File: src/rtl/sd_block_writer.sv
`timescale 1ns/1ps
`default_nettype none
// ============================================================================
// Module   : sd_block_writer
// Purpose  : DAT0 transmit engine for single-block SD writes (CMD24 data
//            phase), 1-bit bus, 512-byte sector. Streams start bit, 4096
//            data bits, CRC16 and end bit onto DAT0, then releases the line,
//            collects the CRC-status token and waits out card busy.
// Revision : 1.0 - initial release
// ----------------------------------------------------------------------------
// Parameters
//   PRE_CYCLES    sdclk periods DAT0 is driven high before the start bit
//   TOK_TIMEOUT   sdclk rising edges allowed from release to token start bit
//   BUSY_TIMEOUT  sdclk rising edges allowed for busy to end after the token
// Ports
//   clk, rst_n            system clock, asynchronous active-low reset
//   sdclk                 SD clock owned by the command controller
//   wstart                1-clk pulse starting a block transfer
//   wbusy, wdone          transfer in progress / 1-clk completion pulse
//   wstatus, wtimeout     token bits (3'b111 on token timeout), timeout flag
//   inreq, inaddr, inbyte sector buffer fetch (data returns 1 clk later)
//   sddat0_out/_oe/_in    DAT0 pad drive, enable and sampled value
//   SD_D0_DIR             level-shifter direction, mirrors sddat0_oe
// Build option
//   SDWR_STATS_EN  adds wr_ok_cnt / wr_fail_cnt completion counters
// ============================================================================
module sd_block_writer #(
  parameter int PRE_CYCLES   = 2,
  parameter int TOK_TIMEOUT  = 64,
  parameter int BUSY_TIMEOUT = 4000000
) (
  input  logic       clk,
  input  logic       rst_n,
  input  logic       sdclk,
  input  logic       wstart,
  output logic       wbusy,
  output logic       wdone,
  output logic [2:0] wstatus,
  output logic       wtimeout,
  output logic       inreq,
  output logic [8:0] inaddr,
  input  logic [7:0] inbyte,
  output logic       sddat0_out,
  output logic       sddat0_oe,
  input  logic       sddat0_in,
  output logic       SD_D0_DIR
`ifdef SDWR_STATS_EN
  ,
  output logic [15:0] wr_ok_cnt,
  output logic [15:0] wr_fail_cnt
`endif
);

  // One shared counter serves the preamble, CRC, token and both timeouts.
  localparam int MAX_A = (BUSY_TIMEOUT > TOK_TIMEOUT) ? BUSY_TIMEOUT : TOK_TIMEOUT;
  localparam int MAX_T = (MAX_A > PRE_CYCLES) ? MAX_A : PRE_CYCLES;
  localparam int CNT_W = $clog2(MAX_T + 2);

  localparam logic [CNT_W-1:0] PRE_LIM  = CNT_W'(PRE_CYCLES);
  localparam logic [CNT_W-1:0] TOK_LIM  = CNT_W'(TOK_TIMEOUT);
  localparam logic [CNT_W-1:0] BUSY_LIM = CNT_W'(BUSY_TIMEOUT);
  localparam logic [CNT_W-1:0] CRC_LAST = CNT_W'(15);
  localparam logic [CNT_W-1:0] TOK_BITS = CNT_W'(3);

  typedef enum logic [3:0] {
    S_IDLE    = 4'd0,
    S_PRE     = 4'd1,
    S_START   = 4'd2,
    S_DATA    = 4'd3,
    S_CRC     = 4'd4,
    S_ENDB    = 4'd5,
    S_TOKWAIT = 4'd6,
    S_TOK     = 4'd7,
    S_BUSY    = 4'd8,
    S_DONE    = 4'd9
  } state_t;

  state_t           state;
  logic             sdclk_q;
  logic             req_q;
  logic [7:0]       pf;        // prefetched next byte
  logic [7:0]       sh;        // byte being shifted out, MSB at bit 7
  logic [11:0]      idx;       // index of the data bit currently on DAT0
  logic [15:0]      crc;
  logic [CNT_W-1:0] cnt;

  logic             sd_rise;
  logic             sd_fall;
  logic [11:0]      idx_inc;
  logic             new_byte;
  logic             next_bit;
  logic [7:0]       next_sh;
  logic [8:0]       next_byte;
  logic [8:0]       next_addr;
  logic [CNT_W-1:0] cnt_inc;

  function automatic logic [15:0] crc_step(input logic [15:0] c, input logic b);
    crc_step = {c[14:0], 1'b0} ^ ((c[15] ^ b) ? 16'h1021 : 16'h0000);
  endfunction

  assign sd_rise   = sdclk & ~sdclk_q;
  assign sd_fall   = ~sdclk & sdclk_q;
  assign idx_inc   = idx + 12'd1;
  assign new_byte  = (idx_inc[2:0] == 3'd0);
  // Byte boundary: take the next bit from the prefetch register.
  assign next_bit  = new_byte ? pf[7] : sh[7];
  assign next_sh   = new_byte ? {pf[6:0], 1'b0} : {sh[6:0], 1'b0};
  assign next_byte = idx_inc[11:3];
  assign next_addr = next_byte + 9'd1;
  assign cnt_inc   = cnt + {{(CNT_W-1){1'b0}}, 1'b1};

  assign SD_D0_DIR = sddat0_oe;

  always_ff @(posedge clk or negedge rst_n) begin
    if (!rst_n) begin
      state      <= S_IDLE;
      sdclk_q    <= 1'b0;
      req_q      <= 1'b0;
      pf         <= 8'h00;
      sh         <= 8'h00;
      idx        <= 12'd0;
      crc        <= 16'h0000;
      cnt        <= '0;
      wbusy      <= 1'b0;
      wdone      <= 1'b0;
      wstatus    <= 3'b000;
      wtimeout   <= 1'b0;
      inreq      <= 1'b0;
      inaddr     <= 9'd0;
      sddat0_out <= 1'b1;
      sddat0_oe  <= 1'b0;
    end else begin
      sdclk_q <= sdclk;
      inreq   <= 1'b0;
      // Buffer data is valid exactly one clk after the fetch strobe.
      req_q   <= inreq;
      if (req_q) begin
        pf <= inbyte;
      end

      case (state)
        S_IDLE: begin
          sddat0_oe  <= 1'b0;
          sddat0_out <= 1'b1;
          if (wdone) begin
            // wbusy drops the clk after wdone; a wstart here is ignored.
            wdone <= 1'b0;
            wbusy <= 1'b0;
          end else if (wstart) begin
            wbusy    <= 1'b1;
            wstatus  <= 3'b000;
            wtimeout <= 1'b0;
            inreq    <= 1'b1;
            inaddr   <= 9'd0;
            cnt      <= '0;
            state    <= S_PRE;
          end
        end

        S_PRE: begin
          if (sd_fall) begin
            if (cnt == PRE_LIM) begin
              sddat0_out <= 1'b0;
              crc        <= 16'h0000;
              state      <= S_START;
            end else begin
              sddat0_oe  <= 1'b1;
              sddat0_out <= 1'b1;
              cnt        <= cnt_inc;
            end
          end
        end

        S_START: begin
          if (sd_fall) begin
            sddat0_out <= pf[7];
            sh         <= {pf[6:0], 1'b0};
            crc        <= crc_step(crc, pf[7]);
            idx        <= 12'd0;
            inreq      <= 1'b1;
            inaddr     <= 9'd1;
            state      <= S_DATA;
          end
        end

        S_DATA: begin
          if (sd_fall) begin
            if (idx == 12'd4095) begin
              sddat0_out <= crc[15];
              crc        <= {crc[14:0], 1'b0};
              cnt        <= '0;
              state      <= S_CRC;
            end else begin
              sddat0_out <= next_bit;
              sh         <= next_sh;
              crc        <= crc_step(crc, next_bit);
              idx        <= idx_inc;
              if (new_byte && (next_byte != 9'd511)) begin
                inreq  <= 1'b1;
                inaddr <= next_addr;
              end
            end
          end
        end

        S_CRC: begin
          if (sd_fall) begin
            if (cnt == CRC_LAST) begin
              sddat0_out <= 1'b1;
              state      <= S_ENDB;
            end else begin
              sddat0_out <= crc[15];
              crc        <= {crc[14:0], 1'b0};
              cnt        <= cnt_inc;
            end
          end
        end

        S_ENDB: begin
          if (sd_fall) begin
            sddat0_oe  <= 1'b0;
            sddat0_out <= 1'b1;
            cnt        <= '0;
            state      <= S_TOKWAIT;
          end
        end

        S_TOKWAIT: begin
          if (sd_rise) begin
            if (!sddat0_in) begin
              cnt   <= '0;
              state <= S_TOK;
            end else if (cnt_inc > TOK_LIM) begin
              wtimeout <= 1'b1;
              wstatus  <= 3'b111;
              state    <= S_DONE;
            end else begin
              cnt <= cnt_inc;
            end
          end
        end

        S_TOK: begin
          if (sd_rise) begin
            if (cnt == TOK_BITS) begin
              // This edge carries the token end bit; nothing to capture.
              cnt   <= '0;
              state <= S_BUSY;
            end else begin
              wstatus <= {wstatus[1:0], sddat0_in};
              cnt     <= cnt_inc;
            end
          end
        end

        S_BUSY: begin
          if (sd_rise) begin
            if (sddat0_in) begin
              state <= S_DONE;
            end else if (cnt_inc > BUSY_LIM) begin
              wtimeout <= 1'b1;
              state    <= S_DONE;
            end else begin
              cnt <= cnt_inc;
            end
          end
        end

        S_DONE: begin
          wdone     <= 1'b1;
          sddat0_oe <= 1'b0;
          state     <= S_IDLE;
        end

        default: begin
          state <= S_IDLE;
        end
      endcase
    end
  end

`ifdef SDWR_STATS_EN
  // Counters step on the same clk edge that raises wdone.
  always_ff @(posedge clk or negedge rst_n) begin
    if (!rst_n) begin
      wr_ok_cnt   <= 16'h0000;
      wr_fail_cnt <= 16'h0000;
    end else if (state == S_DONE) begin
      if ((wstatus == 3'b010) && !wtimeout) begin
        wr_ok_cnt <= wr_ok_cnt + 16'h0001;
      end else begin
        wr_fail_cnt <= wr_fail_cnt + 16'h0001;
      end
    end
  end
`else
  // Statistics counters are not built in this configuration.
`endif

endmodule
`default_nettype wire

File: config.mk
export PLATFORM = sky130hd
export DESIGN_NAME = sd_block_writer
export DESIGN_NICKNAME = d
export VERILOG_FILES = /design/src/rtl/sd_block_writer.sv
export SDC_FILE = /design/constraint.sdc
export NUM_CORES = 1
export LEC_CHECK = 0
export ABC_CLOCK_PERIOD_IN_PS = 7760
export CAP_MARGIN = 20
export CORE_UTILIZATION = 32
export CTS_CLUSTER_SIZE = 14
export DETAILED_ROUTE_END_ITERATION = 8
export PLACE_DENSITY = 0.54
export SETUP_SLACK_MARGIN = 0.3
export SYNTH_ARGS = -nofsm -noshare
export SYNTH_HDL_FRONTEND = slang
export SYNTH_SLANG_ARGS = --single-unit
File: constraint.sdc
create_clock -name clk -period 7.76 [get_ports clk]
set_clock_uncertainty 0.1 [all_clocks]
set_input_delay 1.552 -clock clk [delete_from_list [all_inputs] [get_ports clk]]
set_output_delay 1.552 -clock clk [all_outputs]
set_load 0.03 [all_outputs]
==> results of run 1 <==
## critical path: cells and delay by family
family / cells / cell delay [ns]
buffers and inverters: 1 / 0.45
and+or+nand+nor: 3 / 1.22
AOI/OAI and AO/OA: 4 / 1.17
## sequential cells by signal (all words and copies together) (netlist names), 3 cells and up
signal / count
inaddr: 9
idx: 12
pf: 8
crc: 16
state: 4
cnt: 22
wstatus: 3
sh: 7
## cells by family (layout without fill, tap and decap cells)
kind of cell | Yosys count | count (layout) | share of synthesized area (%)
AND/OR/NAND/NOR | 246 | 246 | 22.7
AO/OA/AOI/OAI | 175 | 175 | 22.7
flip-flops | 89 | 89 | 40.6
buffers and inverters | 61 | 61 | 5.22
XOR/XNOR | 23 | 23 | 3.67
multiplexers | 18 | 18 | 3.53
adder cells (fa/ha/maj) | 7 | 7 | 1.60
## worst max path at each step
stage | startpoint | end | slack (ns)
6_report | sdclk | cnt[9]$_DFFE_PN0P_ | 3.51
4_1_cts | sdclk | cnt[9]$_DFFE_PN0P_ | 3.51
3_5_place_dp | sdclk | idx[8]$_DFFE_PN0P_ | 3.15
2_1_floorplan | sdclk | cnt[0]$_DFFE_PN0P_ | 4.50
3_3_place_gp | sdclk | idx[8]$_DFFE_PN0P_ | 3.31
5_1_grt | sdclk | idx[8]$_DFFE_PN0P_ | 3.15
## cell usage in the layout (no fill, tap or decap), types with 7 or more instances in the layout
cell type | netlist | routed
a21oi_1 | 24 | 23
a22o_1 | 13 | 13
a31oi_1 | 7 | 7
clkbuf_16 | 0 | 9
clkdlybuf4s50_1 | 0 | 30
dfrtp_1 | 88 | 88
ha_1 | 7 | 7
inv_1 | 12 | 12
mux2_2 | 10 | 10
mux2i_1 | 7 | 7
nand2_1 | 83 | 83
nand2b_1 | 11 | 11
nand3_1 | 24 | 24
nand4_1 | 12 | 12
nor2_1 | 46 | 46
nor2b_1 | 8 | 8
nor3_1 | 10 | 10
nor4_1 | 12 | 12
o21ai_0 | 53 | 53
o31ai_1 | 22 | 22
o41ai_1 | 8 | 8
o41ai_2 | 7 | 7
xnor2_1 | 14 | 14
xor2_1 | 9 | 9
## metrics by stage
step	worst slack, ns	cells	hold WS (ns)	util (%)	total power, W
after CTS	3.51	839	0.307	36.9	0.00170
after floorplan	4.50	619	0.350	-	0.00112
after detailed placement	3.15	824	0.276	35.2	0.00128
final	3.51	839	0.305	36.9	0.00169
after global placement	3.31	824	0.275	35.2	0.00126
after global routing	3.15	839	0.324	36.9	0.00181
## power by group through the flow
stage | registers [W] | clock network (W) | logic, W
floorplan | 0.000624 | 0 | 0.000501
global placement | 0.000653 | 0 | 0.000606
detailed placement | 0.000653 | 0 | 0.000624
CTS | 0.000645 | 0.000434 | 0.000625
global route | 0.000662 | 0.000451 | 0.000694
finish | 0.000644 | 0.000420 | 0.000624
## area by class of cell
| type | instances | area share (%) |
|---|---|---|
| multi-input cells | 469 | 48.5 |
| flip-flops and latches | 89 | 36.3 |
| repair buffers | 34 | 5.38 |
| well taps | 220 | 4.49 |
| clock buffers | 10 | 3.89 |
| inverters | 12 | 0.734 |
| clock inverters | 5 | 0.652 |
## layer usage
| metal | up-vias | global-route usage (%) |
|---|---|---|
| met4 | 0 | 4.98 |
| li1 | 2272 | - |
| met5 | - | 0 |
| met1 | 2230 | 22.2 |
| met3 | 10 | 2.80 |
| met2 | 108 | 22.2 |
==> out/qor.yml, run 1 <==
antenna_found_initial: 1
synth_edf_count: 0
synth.cells.most_frequent: "88 x dfrtp_1, 83 x nand2_1, 53 x o21ai_0"
place.gp.congestion: 0.892
path_class: "input port to register"
num_rows: 47
p_int_w: 0.000987
drc: 0
p_leak_nw: 2.45
hold_path.startpoint: "inreq$_DFF_PN0_"
final_net_count: 635
powerDensity_mw_per_mm2: 275
cp_max_fo: 23
insertion_delay_ns: 0.35
hold_end: "req_q$_DFF_PN0_"
slowest_stage: "nor2b_1"
period_minus_slack_ns: 4.25
maxUsedRoutingLayer: "met4"
cts_tree: "yes"
slowest_delay_ns: 0.66
seq_power_share_pct: 38.2
rsz0062_at_grt: "no"
post_cts_buffers: 0
clkPwrFrac_pct: 24.9
root_buffer: "clkbuf_16"
path_clk_slew_ns: 0.07
grt_pass1_vias: 4241
seq_area_mm2: 0.00223
r2r_slack_ns: 3.71
route.met3.wl_um: 516
end_kind: "register"
synth_top_area_cell: "dfrtp_1"
ys_types: 68
hpwl_um: 8780
slew_headroom_pct: 39.1
wire_per_inst_um: 15.4
ir_worst_vdd_v: 0.000179
grt_max_degree: 57
grt_pass1_wl_um: 21800
avgSynthCellArea_um2: 8.87
place.port_buffers: 31
timing.final.hold_violations: 0
ant_nets: 0
fillers: 1674
cts.hold.buffers_added: 0
syn_inst: 619
tightestPinTransition_ns: 0.914
cp.required_ns: 7.90
floorplan.die.height_um: 133
wl_met2_um: 5610
m1WireLength_um: 6570
post_dp_cell_area_mm2: 0.00586
die-area_mm2: 0.0177
wirelength_um: 12900
seq_area_frac_synth_pct: 40.6
switching_share_pct: 41.5
drive_gt1_share_pct: 8.56
cts_buffers: 9
layout_worst_path_cycle_share_pct: 54.8
initial_core_util_pct: 33.0
cts_resized: 0
cts.sinks: 89
maxCapViolCount: 0
setup_viol: 0
clock_path_buffers: 2
yosysTopAreaCellShare_pct: 40.1
die_x_um: 133
switching_power_w: 0.000701
rr_startpoint: "cnt[1]$_DFFE_PN0P_"
io_pins: 32
fmax_mhz: 235
synth_area_mm2: 0.00549
ys_seq_elements: 89
num_vias: 4620
r2r_end: "cnt[9]$_DFFE_PN0P_"
antenna_cells: 0
drv_slew: 0
via_per_inst: 5.51
status: "finished, final reports clean"
synthTopCellsByArea: "dfrtp_1 40%, nand2_1 5.7%, o21ai_0 4.8%, nor2_1 3.1%, o31ai_1 3.0%"
grt_overflow: 0
drt_iter0_markers: 520
syn-num-nets: 639
critical_path.cell_chain: "clkdlybuf4s50_1, nor2b_1, o21ai_0, a211oi_1, nand4_1, a31o_4, or2_4, o41ai_1"
combinationalPowerShare_pct: 37.0
synth-main-ff-cell: "dfrtp_1"
finalSetupTns_ns: 0
worst_r2r_path_depth: 9
synth_warnings: 0
coreArea_mm2: 0.0166
hp-class: "register to register"
final_cell_area_mm2: 0.00614
cp-start-kind: "input port"
multi_input_comb_area_mm2: 0.00298
cts.htree.levels: 3
firstDrtPassIters: 5
post-synth-top-count-cell: "dfrtp_1"
arrival_ns: 4.40
grt_use_total_pct: 15.2
hold_depth: 0
syn_to_final_growth_pct: 11.8
async_flop_share_pct: 100
No activity file was read; power rests on OpenSTA's default activity.
==> run 2: changes to the inputs <==
--- a/config.mk
+++ b/config.mk
@@ -5,12 +5,12 @@
 export SDC_FILE = /design/constraint.sdc
 export NUM_CORES = 1
 export LEC_CHECK = 0
-export ABC_CLOCK_PERIOD_IN_PS = 7760
+export ABC_CLOCK_PERIOD_IN_PS = 3400
 export CAP_MARGIN = 20
 export CORE_UTILIZATION = 32
 export CTS_CLUSTER_SIZE = 14
 export DETAILED_ROUTE_END_ITERATION = 8
-export PLACE_DENSITY = 0.54
+export PLACE_DENSITY = 0.56
 export SETUP_SLACK_MARGIN = 0.3
 export SYNTH_ARGS = -nofsm -noshare
 export SYNTH_HDL_FRONTEND = slang
==> constraint.sdc (replaced) <==
create_clock -name clk -period 3.4 [get_ports clk]
set_clock_uncertainty 0.1 [all_clocks]
set_input_delay 0.68 -clock clk [delete_from_list [all_inputs] [get_ports clk]]
set_output_delay 0.68 -clock clk [all_outputs]
set_load 0.03 [all_outputs]
==> run 2 against run 1 <==
Net effect:
- routed wire length rose by 14%
- die area unchanged
- combinational power rose to 3.2 times the previous value
- flip-flop and latch count is the same
- sequential power rose by 120%
- design area up 16%
- critical path depth increased by 3
- clock power is 150% higher
- cell count increased by 8.6%
- first-iteration DRC count down 16%
- hold slack got worse by 0.12 ns
==> out/qor.yml, run 2 (same netlist as run 1, synthesis figures left out) <==
num_vias: 5066  # +9.7%
grt_use_total_pct: 16.9  # +1.8 points
largest_reg_flops: 22  # unchanged
wire_per_inst_um: 16.1  # +4.7%
via_per_inst: 5.56  # +0.99%
cts_tree: "yes"
drc: 0  # unchanged
critPathBufInv: 3  # +2
antenna_found_initial: 0  # -1
hp-class: "input port to async pin"
finalSetupTns_ns: 0  # unchanged
finalPower_w: 0.00446  # +160%
utilization_pct: 42.9  # +6.0 points
die-area_mm2: 0.0177  # unchanged
initial_core_util_pct: 33.0  # unchanged
grt_pass1_wl_um: 24300  # +11%
whs_ns: 0.188  # -0.117 ns
ir_worst_vdd_v: 0.000512  # +190%
final_net_count: 706  # +11%
cts_buffers: 9  # unchanged
regMostFlops: "cnt"
final_cell_mix: "83 x nand2_1, 75 x dfrtp_1, 67 x buf_4, 49 x o21ai_0, 43 x nor2_1"
reg.largest.list: "cnt (22), crc (16), idx (12)"
insertion_delay_ns: 0.35  # about the same
cp_max_fo: 6  # -74%
slowest_delay_ns: 0.57  # -0.09 ns
powerDensity_mw_per_mm2: 625  # +130%
num_rows: 47  # unchanged
critical_path.cell_chain: "buf_12, nand4_4, buf_4, nor2_2, mux2_1, o211ai_1, buf_4, or4_4, a31o_4, or2_4, mux2_2"
cts.sinks: 89  # unchanged
grt_max_degree: 55  # -3.5%
grt_pass1_vias: 4701  # +11%
coreArea_mm2: 0.0166  # unchanged
arrival_ns: 3.20  # -1.20 ns
drive_gt1_share_pct: 26.2  # +18 points
path_clk_slew_ns: 0.07  # about the same
end_kind: "register"
firstDrtPassIters: 5  # unchanged
floorplan.die.height_um: 133  # unchanged
place.gp.congestion: 0.868  # -2.7%
antenna_cells: 0  # unchanged
preCtsSetupSlack_ns: 0.00284  # -3.14 ns
root_buffer: "clkbuf_16"
status: "finished, final reports clean"
die_x_um: 133  # unchanged
ant_nets: 0  # unchanged
cp-start-kind: "register"
setup_viol: 0  # unchanged
slowest_stage: "or4_4"
cp.required_ns: 3.53  # -4.37 ns
io_pins: 32  # unchanged
clock_path_buffers: 2  # unchanged
cts.htree.levels: 3  # unchanged
period_minus_slack_ns: 3.07
cts.hold.buffers_added: 0  # unchanged
timing.final.hold_violations: 0  # unchanged
mostFrequentLayoutCell: "nand2_1"
drv_slew: 0  # unchanged
layout_worst_path_cycle_share_pct: 90.2
slew_headroom_pct: 57.9  # +19 points
tightestPinTransition_ns: 0.630  # -0.284 ns
critPathTopFamily: "simple AND/OR/NAND/NOR gates"
grt_overflow: 0  # unchanged
fmax_mhz: 326
wirelength_um: 14700  # +14%
place.port_buffers: 31  # unchanged
hpwl_um: 9790  # +11%
maxCapViolCount: 0  # unchanged
drt_iter0_markers: 439  # -16%
syn_to_final_growth_pct: 30.0
rsz0062_at_grt: "yes"
p_leak_nw: 2.91  # +19%
worst_slack_ns: 0.333  # -3.18 ns
cpMostUsedCell: "buf_4"
path_class: "register to register"
## run 2: cell types whose count changed in the layout (fill, tap and decap cells not counted), sizes merged
cell,previous run,this run
or2,7,9
bufinv,0,1
clkinv,0,3
buf,4,72
clkinvlp,3,0
a31o,1,2
## run 2: per-stage QoR
step	cells	area [um^2]
floorplan	619	5510
global placement	867	6220
detailed placement	867	6220
CTS	895	6790
global route	911	7140
finish	911	7140
## run 2: final timing paths
| check | endpoint | cells past startpoint | slack (ns) | from |
|---|---|---|---|---|
| max | cnt[0]$_DFFE_PN0P_ | 11 | 0.33 | cnt[1]$_DFFE_PN0P_ |
| min | cnt[9]$_DFFE_PN0P_ | 1 | 0.19 | rst_n |
| max reg2reg | cnt[0]$_DFFE_PN0P_ | 11 | 0.33 | cnt[1]$_DFFE_PN0P_ |
| min reg2reg | req_q$_DFF_PN0_ | 0 | 0.30 | inreq$_DFF_PN0_ |
| max in group asynchronous | sddat0_out$_DFFE_PN1P_ | 2 | 2.31 | rst_n |
| min in group clk | req_q$_DFF_PN0_ | 0 | 0.30 | inreq$_DFF_PN0_ |
## run 2: metal layers
metal,GRT usage [%],wire length [um],part of all wire (%)
met5,0,0,0
met4,5.56,179,1.2
met3,1.99,726,4.9
met2,26.3,6890,47
met1,24.3,6900,47
## run 2: repair_timing
item,4_1_cts,5_1_grt
endpoints found under the setup margin,36,36
endpoints found under the hold margin,0,0
setup buffers,8,16
pin swaps,9,23
cloned,4,0
resized for setup,45,41
## run 2: cell type report
class	instances	area [um^2]
flip-flops and latches	89	2240
inverters	12	45.0
clock buffers	10	229
clock inverters	6	73.8
fillers	1591	9510
multi-input cells	472	3380
well taps	220	275
repair buffers	102	886
## run 2: power by group
part / total, W / internal (W) / leakage, nW / switching [W]
Sequential: 0.00142 / 0.00124 / 1.17 / 0.000182
Clock: 0.00103 / 0.000580 / 0.148 / 0.000451
Combinational: 0.00201 / 0.000733 / 1.59 / 0.00127
Total: 0.00446 / 0.00255 / 2.91 / 0.00191
